[src/rtl/mem_access_unit_if.sv]
// rtl/mem_access_unit_if.sv - word-wide data-memory request/response bus
interface mem_access_unit_if;
   logic        mem_req;
   logic        mem_we;
   logic [3:0]  mem_be;
   logic [31:0] mem_addr;
   logic [31:0] mem_wdata;
   logic        mem_ready;
   logic [31:0] mem_rdata;

   modport master (
      output mem_req, mem_we, mem_be, mem_addr, mem_wdata,
      input  mem_ready, mem_rdata
   );

   modport slave (
      input  mem_req, mem_we, mem_be, mem_addr, mem_wdata,
      output mem_ready, mem_rdata
   );
endinterface

[src/rtl/mem_access_unit.sv]
// rtl/mem_access_unit.sv - MEM-stage data-memory access unit; optional trap via MEM_MISALIGN_TRAP_EN
module mem_access_unit (
   input  logic        clk,
   input  logic        rst,
   input  logic        MemRead_in,
   input  logic [1:0]  MemWrite_in,
   input  logic [31:0] rd_data_in,
   input  logic [31:0] Read_data_2_in,
   output logic        stall,
   output logic [31:0] load_data,
   output logic        misaligned,
   mem_access_unit_if.master mem
);
   typedef enum logic [1:0] {S_IDLE = 2'd0, S_BUSY = 2'd1, S_DONE = 2'd2} state_t;

   state_t      state_q, state_d;
   logic        mem_req_q, mem_req_d;
   logic        mem_we_q, mem_we_d;
   logic [3:0]  mem_be_q, mem_be_d;
   logic [31:0] mem_addr_q, mem_addr_d;
   logic [31:0] mem_wdata_q, mem_wdata_d;
   logic [31:0] load_data_q, load_data_d;
   logic        misaligned_q, misaligned_d;

   logic        access, is_store, misalign;
   logic [1:0]  lane;
   logic [3:0]  be_fmt;
   logic [31:0] wdata_fmt;

   assign lane     = rd_data_in[1:0];
   assign is_store = MemWrite_in != 2'b00;
   assign access   = MemRead_in | is_store;

   // Store wins over a simultaneous load; loads always fetch the whole word.
   always_comb begin
      be_fmt    = 4'b1111;
      wdata_fmt = 32'h0;
      case (MemWrite_in)
         2'b01: begin
            be_fmt    = 4'b0001 << lane;
            wdata_fmt = {4{Read_data_2_in[7:0]}};
         end
         2'b10: begin
            be_fmt    = lane[1] ? 4'b1100 : 4'b0011;
            wdata_fmt = {2{Read_data_2_in[15:0]}};
         end
         2'b11: begin
            be_fmt    = 4'b1111;
            wdata_fmt = Read_data_2_in;
         end
         default: begin
            be_fmt    = 4'b1111;
            wdata_fmt = 32'h0;
         end
      endcase
   end

`ifdef MEM_MISALIGN_TRAP_EN
   always_comb begin
      misalign = 1'b0;
      if (is_store)
         misalign = (MemWrite_in == 2'b10 && lane[0]) ||
                    (MemWrite_in == 2'b11 && lane != 2'b00);
      else if (MemRead_in)
         misalign = lane != 2'b00;
   end
`else
   assign misalign = 1'b0;
`endif

   always_ff @(posedge clk) begin
      if (rst) begin
         state_q      <= S_IDLE;
         mem_req_q    <= 1'b0;
         mem_we_q     <= 1'b0;
         mem_be_q     <= 4'b0000;
         mem_addr_q   <= 32'h0;
         mem_wdata_q  <= 32'h0;
         load_data_q  <= 32'h0;
         misaligned_q <= 1'b0;
      end else begin
         state_q      <= state_d;
         mem_req_q    <= mem_req_d;
         mem_we_q     <= mem_we_d;
         mem_be_q     <= mem_be_d;
         mem_addr_q   <= mem_addr_d;
         mem_wdata_q  <= mem_wdata_d;
         load_data_q  <= load_data_d;
         misaligned_q <= misaligned_d;
      end
   end

   always_comb begin
      state_d = state_q;
      case (state_q)
         S_IDLE:  if (access) state_d = misalign ? S_DONE : S_BUSY;
         S_BUSY:  if (mem.mem_ready) state_d = S_DONE;
         S_DONE:  state_d = S_IDLE;
         default: state_d = S_IDLE;
      endcase
   end

   always_comb begin
      mem_req_d    = mem_req_q;
      mem_we_d     = mem_we_q;
      mem_be_d     = mem_be_q;
      mem_addr_d   = mem_addr_q;
      mem_wdata_d  = mem_wdata_q;
      load_data_d  = load_data_q;
      misaligned_d = 1'b0;
      stall        = 1'b0;
      case (state_q)
         S_IDLE: begin
            stall = access;
            if (access && misalign) begin
               misaligned_d = 1'b1;
            end else if (access) begin
               mem_req_d   = 1'b1;
               mem_we_d    = is_store;
               mem_be_d    = be_fmt;
               mem_addr_d  = {rd_data_in[31:2], 2'b00};
               mem_wdata_d = wdata_fmt;
            end
         end
         S_BUSY: begin
            stall = 1'b1;
            if (mem.mem_ready) begin
               mem_req_d = 1'b0;
               if (!mem_we_q) load_data_d = mem.mem_rdata;
            end
         end
         default: stall = 1'b0;
      endcase
   end

   assign mem.mem_req   = mem_req_q;
   assign mem.mem_we    = mem_we_q;
   assign mem.mem_be    = mem_be_q;
   assign mem.mem_addr  = mem_addr_q;
   assign mem.mem_wdata = mem_wdata_q;
   assign load_data     = load_data_q;
   assign misaligned    = misaligned_q;
endmodule

[src/flat_wrapper.sv]
// flat-port wrapper written by rule: the top's interface ports become plain ports
module mem_access_unit_flat 
  (clk, rst, MemRead_in, MemWrite_in, rd_data_in, Read_data_2_in, stall, load_data, misaligned, mem_mem_req, mem_mem_we, mem_mem_be, mem_mem_addr, mem_mem_wdata, mem_mem_ready, mem_mem_rdata);
  mem_access_unit_if mem_i ();
  input  logic clk;
  input  logic rst;
  input  logic MemRead_in;
  input  logic [1:0] MemWrite_in;
  input  logic [31:0] rd_data_in;
  input  logic [31:0] Read_data_2_in;
  output logic stall;
  output logic [31:0] load_data;
  output logic misaligned;
  output wire logic [$bits(mem_i.mem_req)-1:0] mem_mem_req;
  output wire logic [$bits(mem_i.mem_we)-1:0] mem_mem_we;
  output wire logic [$bits(mem_i.mem_be)-1:0] mem_mem_be;
  output wire logic [$bits(mem_i.mem_addr)-1:0] mem_mem_addr;
  output wire logic [$bits(mem_i.mem_wdata)-1:0] mem_mem_wdata;
  input wire logic [$bits(mem_i.mem_ready)-1:0] mem_mem_ready;
  input wire logic [$bits(mem_i.mem_rdata)-1:0] mem_mem_rdata;
  assign mem_mem_req = mem_i.mem_req;
  assign mem_mem_we = mem_i.mem_we;
  assign mem_mem_be = mem_i.mem_be;
  assign mem_mem_addr = mem_i.mem_addr;
  assign mem_mem_wdata = mem_i.mem_wdata;
  assign mem_i.mem_ready = mem_mem_ready;
  assign mem_i.mem_rdata = mem_mem_rdata;
  mem_access_unit u_core (.clk(clk), .rst(rst), .MemRead_in(MemRead_in), .MemWrite_in(MemWrite_in), .rd_data_in(rd_data_in), .Read_data_2_in(Read_data_2_in), .stall(stall), .load_data(load_data), .misaligned(misaligned), .mem(mem_i));
endmodule
[config.mk]
export PLATFORM = sky130hd
export DESIGN_NAME = mem_access_unit_flat
export DESIGN_NICKNAME = d
export VERILOG_FILES = /design/src/rtl/mem_access_unit_if.sv /design/src/rtl/mem_access_unit.sv /design/src/flat_wrapper.sv
export SDC_FILE = /design/constraint.sdc
export NUM_CORES = 1
export LEC_CHECK = 0
export ABC_AREA = 1
export CORE_ASPECT_RATIO = 1.5
export CORE_UTILIZATION = 43
export DETAILED_ROUTE_END_ITERATION = 12
export HOLD_SLACK_MARGIN = 0.15
export PLACE_DENSITY_LB_ADDON = 0.05
export SLEW_MARGIN = 20
export SYNTH_ARGS = -nofsm -noshare
export SYNTH_HDL_FRONTEND = slang
export SYNTH_SLANG_ARGS = --single-unit
[constraint.sdc]
create_clock -name clk -period 4.95 [get_ports clk]
set_input_delay 0.99 -clock clk [delete_from_list [all_inputs] [get_ports clk]]
set_output_delay 0.99 -clock clk [all_outputs]
set_load 0.03 [all_outputs]
== Word-level counts from Yosys, hierarchy flattened ==
Cells that the tools add are included.

* Logic and storage cells: 33
* Output and inout bits: 104
* Register bits after elaboration: 102

* Shift operators: 1
* Multiplexer cells: 10
* Reductions and logical operators: 7
* Equality and inequality tests: 6
* Bitwise operators: 2

{| class="wikitable"
|+ Operator list
! kind !! number
|-
| case mux 32 bit (3 select lines) || 1
|-
| case mux 4 bit (2 select lines) || 1
|-
| AND reduction 3 bit || 2
|-
| == test 2 x 1 -> 1 bit, second input constant || 2
|-
| == test 2 bit, second input constant || 2
|-
| two-way mux 2 bit || 2
|-
| two-way mux 4 bit || 1
|-
| case mux 1 bit (2 select lines) || 2
|-
| case mux 2 bit (2 select lines) || 1
|-
| AND reduction 2 bit || 2
|-
| nonzero test 2 bit || 2
|-
| << shifter 1 x 2 -> 4 bit, first input constant || 1
|-
| logical NOT 2 bit || 1
|-
| two-way mux 1 bit || 2
|-
| inequality test 2 x 1 -> 1 bit, second input constant || 1
|-
| inequality test 2 bit, second input constant || 1
|-
| inverter 1 bit || 1
|-
| OR 1 bit || 1
|}

== Logic depth before layout (Yosys ltp) ==
* Word-level depth: 4
* Mapped depth: 10
* Gate-level depth less buffers: 7

== Worst setup path before layout ==
OpenSTA, ideal clock, no wires.

* Path kind: input to output
* Start point: input MemWrite_in[1]
* End point: output stall
* Data arrival time: 2.346 ns
* Setup slack: 1.614 ns
* Cell stages on the path: 9
* Buffers on the path: 4
* Required time: 3.960 ns
* Cells stage by stage: buf_2 > buf_2 > inv_1 > ha_1 > nand2_1 > nand2_1 > buf_4 > buf_4 > o21ai_0

* Cells in the longest elaborated chain, start to end: 3

{| class="wikitable"
|+ Ends and longest elaborated chain
! element !! line !! text
|-
| start: declaration || flat_wrapper.sv:8 || <nowiki>input logic [1:0] MemWrite_in;</nowiki>
|-
| nonzero test 2 bit || mem_access_unit.sv:31 || <nowiki>assign is_store = MemWrite_in != 2'b00;</nowiki>
|-
| OR 1 bit || mem_access_unit.sv:32 || <nowiki>assign access = MemRead_in | is_store;</nowiki>
|-
| case mux 1 bit (2 select lines) || mem_access_unit.sv:112 || <nowiki>case (state_q)</nowiki>
|-
| end: declaration || flat_wrapper.sv:11 || <nowiki>output logic stall;</nowiki>
|}

No other way between the ends.

== Worst setup path in the final report ==
Same ends and word-level chain as after synthesis.

==> results_dict.tcl <==
set metrics [dict create \
    place_area_um2 6290 \
    dpl.hpwl_um 8830 \
    final_cell_mix "clkdlybuf4s50_1 (202), nand2_1 (183), nor2_1 (135), dfxtp_1 (102), a21oi_1 (36)" \
    critical_path.max_stage_delay_ns 0.73 \
    synth_seq_cells 102 \
    overflow 0 \
    power-per-cell-area_nw_per_um2 336 \
    avgSynthCellArea_um2 7.03 \
    worstMarginPinSlew_ns 0.909 \
    diodes 0 \
    drtPass1Iterations 4 \
    finalInstanceArea_um2 6570 \
    crit_arrival_ns 2.92 \
    num_io_pins 206 \
    htreeDepth 3 \
    hold_class "flip-flop to flip-flop" \
    cap_violations 0 \
    yosysWarningCount 0 \
    whs_path_depth 2 \
    fin_skew_ns 0.00514 \
    finalHoldViolCount 0 \
    cts_hold_buf 0 \
    path_class "primary input to primary output" \
    io_buffer_count 202 \
    antenna_found_initial 0 \
    fmax_mhz 256 \
    cts.repair.resized 0 \
    cts_sinks 102 \
    start_util_pct 44.3 \
    status "complete, no violations" \
    postRouteWirelength_um 12300 \
    rsz0062_at_grt "no" \
    final_layout_size_suffix_gt1_share_pct 3.03 \
    area_growth_syn_to_layout_pct 52.9 \
    cts-buffers-inserted 9 \
    wire_per_inst_um 13.5 \
    cpMostUsedCell "clkdlybuf4s50_1" \
    fin_crit_ns 3.91 \
    cp_max_fo 19 \
    cts_tree "built" \
    final_common_cell "clkdlybuf4s50_1" \
    p_leak_nw 2.71 \
    nets 892 \
    clk_latency_ns 0.34 \
    core_um2 9690 \
    slew_headroom_pct 39.4 \
    slew_viol_final 0 \
    grt_use_total_pct 23.4 \
    syn_area_um2 4300 \
    setup_viol 0 \
    syn_inst 611 \
    crit_chain "clkdlybuf4s50_1 > buf_4 > inv_1 > ha_1 > nand2_1 > nand2_2 > o21ai_0 > clkdlybuf4s50_1" \
    start_kind "primary input" \
    slowest_stage "clkdlybuf4s50_1" \
    grt_pass1_wl_um 19700 \
    worst_setup_path_end_kind "primary output" \
    cts_setup_buffers 0 \
    final.period_utilization_pct 79.0 \
    ys_types 16 \
    clockRootBuffer "clkbuf_16" \
    rows 44 \
    ir_drop_v 0.000270 \
    reg2reg_depth 6 \
    dieWidth_um 83.6 \
    clk_pin_slew_ns 0.06 \
    die_area_um2 10400 \
    seq_area_frac_synth_pct 47.5 \
    cp.required_ns 3.96 \
    ant_nets 0 \
    final.setup.tns_ns 0 \
    grt_max_degree 75 \
    die_h_um 124 \
    via_per_inst 4.86 \
    vias 4403 \
    drtIter0Drc 210 \
    clock_path_buffers 2 \
    gp_congestion 0.859 \
    grt_pass1_vias 4160 \
    utilization_pct 67.8 \
    drc_errors 0 \
]
-- synthesized netlist by cell type (all sizes together) --
cell / n / share of area (%)
dfxtp: 102 / 48
o21ai: 31 / 3.6
buf: 37 / 4.8
nor2: 139 / 12
nand3: 23 / 2.7
ha: 4 / 1.2
nand3b: 32 / 5.6
a21oi: 36 / 4.2
conb: 1 / 0.087
nand2: 184 / 16
inv: 15 / 1.3
clkbuf: 7 / 0.61
-- report_power, final --
part	total, W	internal [W]	leakage [nW]	switching (W)
clock network	0.000660	0.000358	0.137	0.000302
registers	0.000931	0.000893	0.840	0.0000380
logic	0.000614	0.000260	1.74	0.000353
-- kinds of logic after synthesis --
logic type / share of synthesized area [%]
simple gates: 36.7
compound gates: 7.80
buf+inv: 6.76
flops: 47.5
other cells: 0.0873
fa+ha+maj: 1.16
-- sequential cells by signal (all words and copies together), names as in the netlist --
register              flops
u_core.mem.mem_be         4
u_core.mem.mem_addr      30
u_core.state_q            2
u_core.mem.mem_req        1
u_core.mem.mem_wdata     32
u_core.mem.mem_we         1
u_core.load_data         32
-- area by class of cell --
type | count | area [µm²]
clock buffer | 12 | 246
clock inverter | 4 | 31.3
fill | 865 | 3120
inverter | 15 | 56.3
multi-input combinational | 452 | 2000
sequential | 102 | 2040
tap | 115 | 144
timing repair buffer | 206 | 2050
-- layer usage --
metal	track usage [%]	part of all wire, %	vias to the layer above	wire (µm)
met2	41.5	50	142	6150
li1	-	-	2260	-
met5	0	0	-	0
met1	25.8	40	1975	4950
met4	11.7	3.4	0	414
met3	5.63	6.1	26	751
-- stage by stage --
stage / power (W) / std cells / hold WS, ns / setup WS [ns]
after floorplan: 0.00130 / 613 / 0.516 / 1.61
final: 0.00220 / 906 / 0.462 / 1.04
after global routing: 0.00231 / 906 / 0.485 / 0.894
after detailed placement: 0.00157 / 890 / 0.455 / 1.04
after global placement: 0.00155 / 890 / 0.452 / 1.09
after CTS: 0.00223 / 906 / 0.464 / 1.04
-- path summary, 6_finish.rpt --
path	startpoint	slack, ns	endpoint
setup reg to reg	u_core.state_q[1]	2.74	u_core.mem.mem_addr[22]
hold reg to reg	u_core.mem.mem_req	0.46	u_core.mem.mem_req
setup / recovery	MemWrite_in[1]	1.04	stall
hold / removal	u_core.mem.mem_req	0.46	u_core.mem.mem_req
-- worst max-delay path, delay by kind of cell --
| kind | cells | cell delay, ns |
|---|---|---|
| AO/OA/AOI/OAI | 1 | 0.08 |
| adder cells (fa/ha/maj) | 1 | 0.23 |
| buffers and inverters | 4 | 1.48 |
| AND/OR/NAND/NOR | 2 | 0.14 |
No activity file was read; power rests on OpenSTA's default activity.
